### config.mk
export PLATFORM = sky130hd
export DESIGN_NAME = sa_sync_evt
export DESIGN_NICKNAME = d
export VERILOG_FILES = /design/src/rtl/sa_sync_pkg.sv /design/src/rtl/sa_sync_dbnc.sv /design/src/rtl/sa_sync_evt.sv
export SDC_FILE = /design/constraint.sdc
export NUM_CORES = 1
export LEC_CHECK = 0
export ABC_AREA = 1
export CELL_PAD_IN_SITES_DETAIL_PLACEMENT = 2
export CELL_PAD_IN_SITES_GLOBAL_PLACEMENT = 2
export CORE_UTILIZATION = 29
export DETAILED_ROUTE_END_ITERATION = 10
export HOLD_SLACK_MARGIN = 0.06
export PLACE_DENSITY_LB_ADDON = 0.15
export SLEW_MARGIN = 20
export SYNTH_ARGS = -nofsm -noshare
export SYNTH_HDL_FRONTEND = slang
export SYNTH_SLANG_ARGS = --single-unit
### constraint.sdc
create_clock -name clk -period 2.1 [get_ports clk]
set_input_delay 0.315 -clock clk [delete_from_list [all_inputs] [get_ports clk]]
set_output_delay 0.315 -clock clk [all_outputs]
set_load 0.03 [all_outputs]
### src/rtl/sa_sync_pkg.sv
// Shared definitions for the synchronized-level event qualifier.
package sa_sync_pkg;

  localparam logic [1:0] EDGE_NONE = 2'b00;
  localparam logic [1:0] EDGE_RISE = 2'b01;
  localparam logic [1:0] EDGE_FALL = 2'b10;
  localparam logic [1:0] EDGE_BOTH = 2'b11;

  // Wide enough for the largest stable-cycle count (255).
  localparam int unsigned MIS_W = 8;

  typedef enum logic {
    ST_STABLE = 1'b0,
    ST_PEND   = 1'b1
  } dbnc_state_e;

  // True when a transition to new_lvl is one of the selected edge kinds.
  function automatic logic edge_qual(input logic [1:0] mode, input logic new_lvl);
    return new_lvl ? |(mode & EDGE_RISE) : |(mode & EDGE_FALL);
  endfunction

endpackage

### src/rtl/sa_sync_dbnc.sv
// Debounce FSM: accepts a new level after STABLE_CYC consecutive mismatching
// samples and emits a one-cycle qualified edge pulse with the level update.
module sa_sync_dbnc
  import sa_sync_pkg::*;
#(
  parameter int unsigned STABLE_CYC = 4,
  parameter logic [1:0]  EDGE_MODE  = EDGE_RISE,
  parameter logic        INIT_LVL   = 1'b0
) (
  input  logic clk,
  input  logic rst,
  input  logic d_sync,
  output logic lvl,
  output logic edge_p
);

  localparam logic [MIS_W-1:0] MIS_LAST = MIS_W'(STABLE_CYC - 1);

  dbnc_state_e      r_state;
  dbnc_state_e      w_state_nxt;
  logic [MIS_W-1:0] r_mis_cnt;
  logic [MIS_W-1:0] w_mis_nxt;
  logic             r_lvl;
  logic             w_lvl_nxt;
  logic             r_edge_p;
  logic             w_edge_nxt;
  logic             w_accept;
  logic             w_mismatch;

  assign w_mismatch = d_sync ^ r_lvl;

  // State, counter and level registers.
  always_ff @(posedge clk) begin
    if (rst) begin
      r_state   <= ST_STABLE;
      r_mis_cnt <= '0;
      r_lvl     <= INIT_LVL;
      r_edge_p  <= 1'b0;
    end else begin
      r_state   <= w_state_nxt;
      r_mis_cnt <= w_mis_nxt;
      r_lvl     <= w_lvl_nxt;
      r_edge_p  <= w_edge_nxt;
    end
  end

  // Next-state logic; an accepted change always lands back in STABLE.
  always_comb begin
    w_state_nxt = r_state;
    w_mis_nxt   = r_mis_cnt;
    w_lvl_nxt   = r_lvl;
    w_edge_nxt  = 1'b0;
    w_accept    = 1'b0;
    case (r_state)
      ST_STABLE: begin
        if (w_mismatch) begin
          if (STABLE_CYC == 1) begin
            w_accept = 1'b1;
          end else begin
            w_state_nxt = ST_PEND;
            w_mis_nxt   = MIS_W'(1);
          end
        end
      end
      ST_PEND: begin
        if (!w_mismatch) begin
          w_state_nxt = ST_STABLE;
          w_mis_nxt   = '0;
        end else if (r_mis_cnt == MIS_LAST) begin
          w_accept = 1'b1;
        end else begin
          w_mis_nxt = r_mis_cnt + MIS_W'(1);
        end
      end
      default: begin
        w_state_nxt = ST_STABLE;
        w_mis_nxt   = '0;
      end
    endcase
    if (w_accept) begin
      w_state_nxt = ST_STABLE;
      w_mis_nxt   = '0;
      w_lvl_nxt   = d_sync;
      w_edge_nxt  = edge_qual(EDGE_MODE, d_sync);
    end
  end

  assign lvl    = r_lvl;
  assign edge_p = r_edge_p;

endmodule

### src/rtl/sa_sync_evt.sv
// Event qualifier: debounced edges feed a saturating pending-event counter
// drained one per cycle by a valid/ready consumer, with sticky overflow.
module sa_sync_evt
  import sa_sync_pkg::*;
#(
  parameter int unsigned STABLE_CYC = 4,
  parameter int unsigned CNT_W      = 8,
  parameter logic [1:0]  EDGE_MODE  = EDGE_RISE,
  parameter logic        INIT_LVL   = 1'b0
) (
  input  logic             clk,
  input  logic             rst,
  input  logic             d_sync,
  input  logic             en,
  output logic             evt_valid,
  input  logic             evt_ready,
  output logic [CNT_W-1:0] pend_cnt,
  output logic             lvl,
  output logic             edge_p,
  output logic             ovf,
  input  logic             clr_ovf
);

  localparam logic [CNT_W-1:0] CNT_MAX = {CNT_W{1'b1}};

  logic             w_edge_p;
  logic             w_event;
  logic             w_pop;
  logic             w_ovf_set;
  logic [CNT_W-1:0] w_cnt_nxt;
  logic [CNT_W-1:0] r_pend_cnt;
  logic             r_evt_valid;
  logic             r_ovf;

  sa_sync_dbnc #(
    .STABLE_CYC (STABLE_CYC),
    .EDGE_MODE  (EDGE_MODE),
    .INIT_LVL   (INIT_LVL)
  ) u_dbnc (
    .clk    (clk),
    .rst    (rst),
    .d_sync (d_sync),
    .lvl    (lvl),
    .edge_p (w_edge_p)
  );

  assign w_event   = w_edge_p & en;
  assign w_pop     = r_evt_valid & evt_ready;
  assign w_ovf_set = w_event & ~w_pop & (r_pend_cnt == CNT_MAX);

  // Simultaneous event and pop cancel; increments saturate at CNT_MAX.
  always_comb begin
    w_cnt_nxt = r_pend_cnt;
    if (w_event && !w_pop) begin
      if (r_pend_cnt != CNT_MAX) begin
        w_cnt_nxt = r_pend_cnt + CNT_W'(1);
      end
    end else if (w_pop && !w_event) begin
      w_cnt_nxt = r_pend_cnt - CNT_W'(1);
    end
  end

  // evt_valid is registered alongside the count so it has no input-to-output path.
  always_ff @(posedge clk) begin
    if (rst) begin
      r_pend_cnt  <= '0;
      r_evt_valid <= 1'b0;
      r_ovf       <= 1'b0;
    end else begin
      r_pend_cnt  <= w_cnt_nxt;
      r_evt_valid <= (w_cnt_nxt != '0);
      r_ovf       <= w_ovf_set | (r_ovf & ~clr_ovf);
    end
  end

  assign edge_p    = w_edge_p;
  assign pend_cnt  = r_pend_cnt;
  assign evt_valid = r_evt_valid;
  assign ovf       = r_ovf;

endmodule

==> run metrics, run 1 <==
Min-Delay Path Class=reg -> reg; Worst Path Buf+Inv=1; r2r setup slk=290 ps; Yosys top cell by area=dfxtp_1; final hold vios=0; Clock Path Buffers=2; Total GRT Usage=a little under a fifth; I/O pin total=18; Yosys top cell area share=between 30% and 40%; largest net degree at the start of global routing=12; initial antenna violation count=0; Final Skew=around 3.2 ps; drt first-iter violations=37; Root Driver=clkbuf_8; Cells after Synth=215; Detail Route Antenna Nets=0; count leader, synth=nand2_1; hpwl dp=3.51 mm; first-pass GRT wire length=~7.7 mm; Placer Congestion=0.815; die height=71.3 microns; Max VDD drop=0.259 mV; final instance area=about 0.0016 sq mm; Final Util=a little under two fifths; Syn-to-layout area delta=18.0%; crit path time final=1940 ps; reg2reg start=pend_cnt[1]$_SDFF_PP0_; Final TNS setup=0 ps; worst slew pin tran=around 460 ps; CP delay by family, top=buffers and inverters; TritonCTS clock tree=yes; first drt pass iteration count=6; CTS Sinks=21; layout cell share with drive strength beyond 1=between 10% and 20%; element type at the critical path end=primary output; slew margin rel.=69.4%; WHS Endpoint=u_dbnc.r_mis_cnt[1]$_SDFFE_PP0P_; CP Max Fanout=10; Critical Path Start Type=flop; setup violators final=0; nets=around 240; Syn. warnings=0; Synth top cells by count=58 x nand2_1, 26 x inv_1, 21 x dfxtp_1, 21 x nor2_1, 18 x a21oi_1; Routed WL=4.26 mm; worst-case reg-to-reg path depth=12; number of synthesized register bits=21; FFs w/ async S/R, synth=0%; TritonCTS Buffers=3; critical path data arrival time=approximately 1600 ps; Core ar.=around 0.0045 sq mm; hold buffers post-CTS=0; chip width=71.3 microns; required time worst endpoint=1780 ps; sequential area share after synthesis=between 30% and 40%; EDFF count, synth=0; outcome=finished with violations; Worst Setup SP=pend_cnt[2]$_SDFF_PP0_; vias in the first global route=between 1.5k and 2k; die area=slightly above 0.005 sq mm; Reg clk slew, reported paths=80 ps; Synth area leaders=dfxtp_1 30%, nand2_1 16%, inv_1 7.0%, a21oi_1 6.5%, nand3_1 5.8%; Row Count=24; distinct cell type count after synthesis=27; period utilization=92.6%; DR vias=1433; Main synth FF type=dfxtp_1; htree depth=1; port buffer count=17; RSZ-0062 raised after global routing=false; Crit Path Class=reg -> out; fmax=between 500 and 600 MHz; synthesized area=roughly 0.0014 sq mm; Vias/cell=approximately 5; CP Cell Sequence=clkdlybuf4s50_1; Placed Area=between 0.0015 and 0.002 sq mm; max incr delay on CP=roughly 760 ps; Post-CTS Setup Inserts=0; max-cap viol count=0; failing checks=design-rule violations; RR Endpoint=evt_valid$_SDFF_PP0_; PD cells=roughly 690 mW/mm^2; post-cts gate resize count=0; post-synthesis net count=~220; Final Slew Violations=0; grt total ovfl=0; n_diodes=0; Hold Path Cell Cnt=2; CP max stage cell=clkdlybuf4s50_1; Hold Crit Start=u_dbnc.r_mis_cnt[1]$_SDFFE_PP0P_; # DRC=2; Initial Util=a little under a third; syn avg cell area=6.48 sq um; static leakage=0.695 nW; Avg WL per Cell=14.9 microns; Skew-Pair Late Insertion Delay=260 ps
==> power breakdown <==
group | leakage (nW) | switching [mW] | total (mW) | internal, mW
Combinational | 0.501 | 0.246 | 0.386 | 0.141
Clock | 0.0228 | 0.138 | 0.274 | 0.135
Sequential | 0.171 | 0.0532 | 0.481 | 0.428
==> per-stage QoR <==
stage          hold slack (ps)  total power, mW  worst slack (ps)  instances
2_1_floorplan              458            0.750               393        215
3_3_place_gp               467            0.866               150        281
3_5_place_dp               482            0.883              87.9        281
4_1_cts                    499             1.17               122        285
5_1_grt                    535             1.23              63.3        285
6_report                   493             1.14               155        285
==> state kept, by name, indices dropped and copies added (netlist names) <==
register / flops
u_dbnc.r_state: 1
u_dbnc.lvl: 1
u_dbnc.edge_p: 1
ovf: 1
u_dbnc.r_mis_cnt: 8
pend_cnt: 8
evt_valid: 1
==> layout by cell type, fill, tap and decap left out <==
master / Yosys / final
o21ai_1: 4 / 4
buf_4: 2 / 1
dfxtp_1: 21 / 21
inv_2: 6 / 6
nand2_1: 58 / 58
nand4_1: 9 / 9
nor4_2: 1 / 1
or2_2: 1 / 1
inv_1: 26 / 26
nor3_1: 1 / 1
nor2_1: 21 / 21
xor2_1: 2 / 2
clkbuf_1: 0 / 1
nor4_1: 1 / 1
nor2_4: 4 / 4
nand2_2: 5 / 5
nor2_2: 2 / 2
o211ai_1: 1 / 1
xnor2_1: 1 / 1
nand3_1: 16 / 16
nand3_2: 2 / 2
o21ai_2: 1 / 1
xnor2_2: 1 / 1
clkbuf_8: 0 / 3
nand2_4: 1 / 1
ha_1: 3 / 3
clkdlybuf4s50_1: 0 / 17
a21oi_1: 18 / 18
o21ai_0: 5 / 5
==> area by class of cell <==
type | count | area, sq um
Sequential cell | 21 | 420
Clock buffer | 4 | 45.0
Fill cell | 560 | 2830
Inverter | 32 | 120
Multi-Input combinational cell | 158 | 815
Tap cell | 52 | 65.1
Timing Repair Buffer | 18 | 178
==> routing by layer <==
metal  up-vias  track usage (%)  share of wire [%]
met4         0             5.78                1.3
met5         -                0                  0
met3         6             1.69               0.96
met2         9             37.8                 56
li1        726                -                  -
met1       692             21.5                 42
==> kinds of logic after synthesis <==
group	after synthesis	share of synthesized area, %
buffers and inverters	36	11.3
AOI/OAI and AO/OA	29	10.9
adders and majority gates	3	2.70
DFF	21	30.2
and+or+nand+nor	122	41.9
xor gates and xnor gates	4	3.06
==> worst max path at each step <==
stage                                end  slack [ps]  depth (start not counted)
global route                 pend_cnt[2]          60                          1
CTS                          pend_cnt[2]         120                          1
detailed placement  evt_valid$_SDFF_PP0_          90                         12
global placement    evt_valid$_SDFF_PP0_         150                         12
floorplan           evt_valid$_SDFF_PP0_         390                         12
finish                       pend_cnt[2]         160                          1
==> worst min-delay path, stage by stage, from the launching register on <==
cell,delay (ps)
dfxtp_1,330
nand2_1,60
a21oi_1,50
No activity file was read; power rests on OpenSTA's default activity.
==> inputs of run 2 (changes only) <==
- CORE_MARGIN: default -> 2
- REMOVE_ABC_BUFFERS: default -> 1
==> run metrics, run 2 (same netlist as run 1, synthesis figures left out) <==
outcome=finished, final reports clean; I/O pin total=18; fmax=511 MHz; final setup margin=around 140 ps; WHS Endpoint=u_dbnc.r_mis_cnt[0]$_SDFFE_PP0P_; Clock Path Buffers=2; r2r setup slk=roughly 340 ps; Critical Path Start Type=flop; required time worst endpoint=between 1500 and 2000 ps; max incr delay on CP=approximately 760 ps; Routed WL=approximately 4.5 mm; Min-Delay Path Class=reg -> reg; Cell Count Post-Placement=284; Sw Share=between 30% and 40%; vias in the first global route=around 1.6k; CTS Sinks=21; n_diodes=0; Core ar.=between 0.004 and 0.005 sq mm; # DRC=0; final cell count without fillers=around 290; period utilization=93.2%; Seq pwr share=~42%; Avg WL per Cell=roughly 16 microns; Vias/cell=approximately 5; first drt pass iteration count=4; Initial Util=29.9%; initial antenna violation count=0; Setup WS pre-CTS=66.2 ps; CP Cell Sequence=clkdlybuf4s50_1; first-pass GRT wire length=roughly 7.7 mm; CP delay by family, top=buffers and inverters; CP max stage cell=clkdlybuf4s50_1; Combinational Power Share=around a third; Total GRT Usage=roughly a fifth; slew margin rel.=69.0%; Net Sw Power=440 uW; total chip power=1.14 mW; static leakage=0.701 nW; hold buffers post-CTS=0; Max VDD drop=~0.25 mV; TritonCTS clock tree=yes; drt first-iter violations=70; Final TNS setup=0 ps; reg2reg start=pend_cnt[2]$_SDFF_PP0_; TritonCTS Buffers=3; Root Driver=clkbuf_8; Final Skew=5.00 ps; Post-CTS Setup Inserts=0; Detail Route Antenna Nets=0; htree depth=1; worst slew pin tran=about 460 ps; Cell Int Power=between 700 and 800 uW; Skew-Pair Late Insertion Delay=about 270 ps; RSZ-0062 raised after global routing=false; Final Slew Violations=0; CP Max Fanout=10; worst-case reg-to-reg path depth=9; Hold Crit Start=u_dbnc.r_mis_cnt[0]$_SDFFE_PP0P_; die height=73.3 microns; largest net degree at the start of global routing=12; hpwl dp=roughly 3.7 mm; Hold Path Cell Cnt=2; chip width=73.3 microns; max-cap viol count=0; nets=around 240; final hold vios=0; Reg clk slew, reported paths=70 ps; DR vias=between 1k and 1.5k; Crit Path Class=reg -> out; RR Endpoint=evt_valid$_SDFF_PP0_; PD cells=a little under 700 mW/mm^2; layout cell share with drive strength beyond 1=between 10% and 20%; critical path data arrival time=around 1600 ps; element type at the critical path end=primary output; setup violators final=0; power share of the clock group=approximately 24%; Placer Congestion=0.814; most frequent cells in the layout=58 x nand2_1, 26 x inv_1, 21 x nor2_1, 21 x dfxtp_1, 18 x a21oi_1; post-cts gate resize count=0; commonest non-fill, non-tap cell in the layout=nand2_1; port buffer count=17; die area=around 0.0054 sq mm; grt total ovfl=0; Worst Path Buf+Inv=1; crit path time final=around 2000 ps; Row Count=25; Syn-to-layout area delta=18.7%
## run 2: cell types whose count changed in the layout (fill, tap and decap cells not counted), sizes merged
| cell | previous run | this run |
|---|---|---|
| buf | 1 | 2 |
## run 2: power by group through the flow
stage,logic [mW],clock network (mW),registers [mW]
after CTS,0.394,0.287,0.484
after global routing,0.438,0.298,0.490
after detailed placement,0.392,0,0.493
after global placement,0.380,0,0.490
after floorplan,0.207,0,0.527
final,0.385,0.276,0.484
## run 2: per-stage QoR
| stage | cell area (sq um) | hold WS, ps | utilization, % |
|---|---|---|---|
| global route | 1650 | 544 | 35.5 |
| finish | 1650 | 504 | 35.5 |
| floorplan | 1360 | 384 | - |
| CTS | 1650 | 506 | 35.5 |
| global placement | 1610 | 471 | 34.5 |
| detailed placement | 1610 | 495 | 34.5 |
## run 2: layout make-up
type | count | area (sq um)
multi-input cells | 158 | 815
fillers | 589 | 3010
clock buffers | 4 | 45.0
repair buffers | 19 | 185
flip-flops and latches | 21 | 420
inverters | 32 | 120
well taps | 54 | 67.6
## run 2: worst max-delay path by stage
stage | cells past startpoint | end | startpoint | slack, ps
2_1_floorplan | 12 | evt_valid$_SDFF_PP0_ | pend_cnt[1]$_SDFF_PP0_ | 370
3_3_place_gp | 12 | evt_valid$_SDFF_PP0_ | evt_ready | 130
3_5_place_dp | 12 | evt_valid$_SDFF_PP0_ | evt_ready | 70
4_1_cts | 1 | pend_cnt[2] | pend_cnt[2]$_SDFF_PP0_ | 130
5_1_grt | 1 | pend_cnt[2] | pend_cnt[2]$_SDFF_PP0_ | 70
6_report | 1 | pend_cnt[2] | pend_cnt[2]$_SDFF_PP0_ | 140
## run 2: per-layer routing
| metal | track usage, % | up-vias | share of wire, % |
|---|---|---|---|
| li1 | - | 726 | - |
| met1 | 20.8 | 719 | 41 |
| met2 | 37.4 | 9 | 57 |
| met3 | 1.65 | 5 | 0.90 |
| met4 | 6.06 | 0 | 1.3 |
| met5 | 0 | - | 0 |
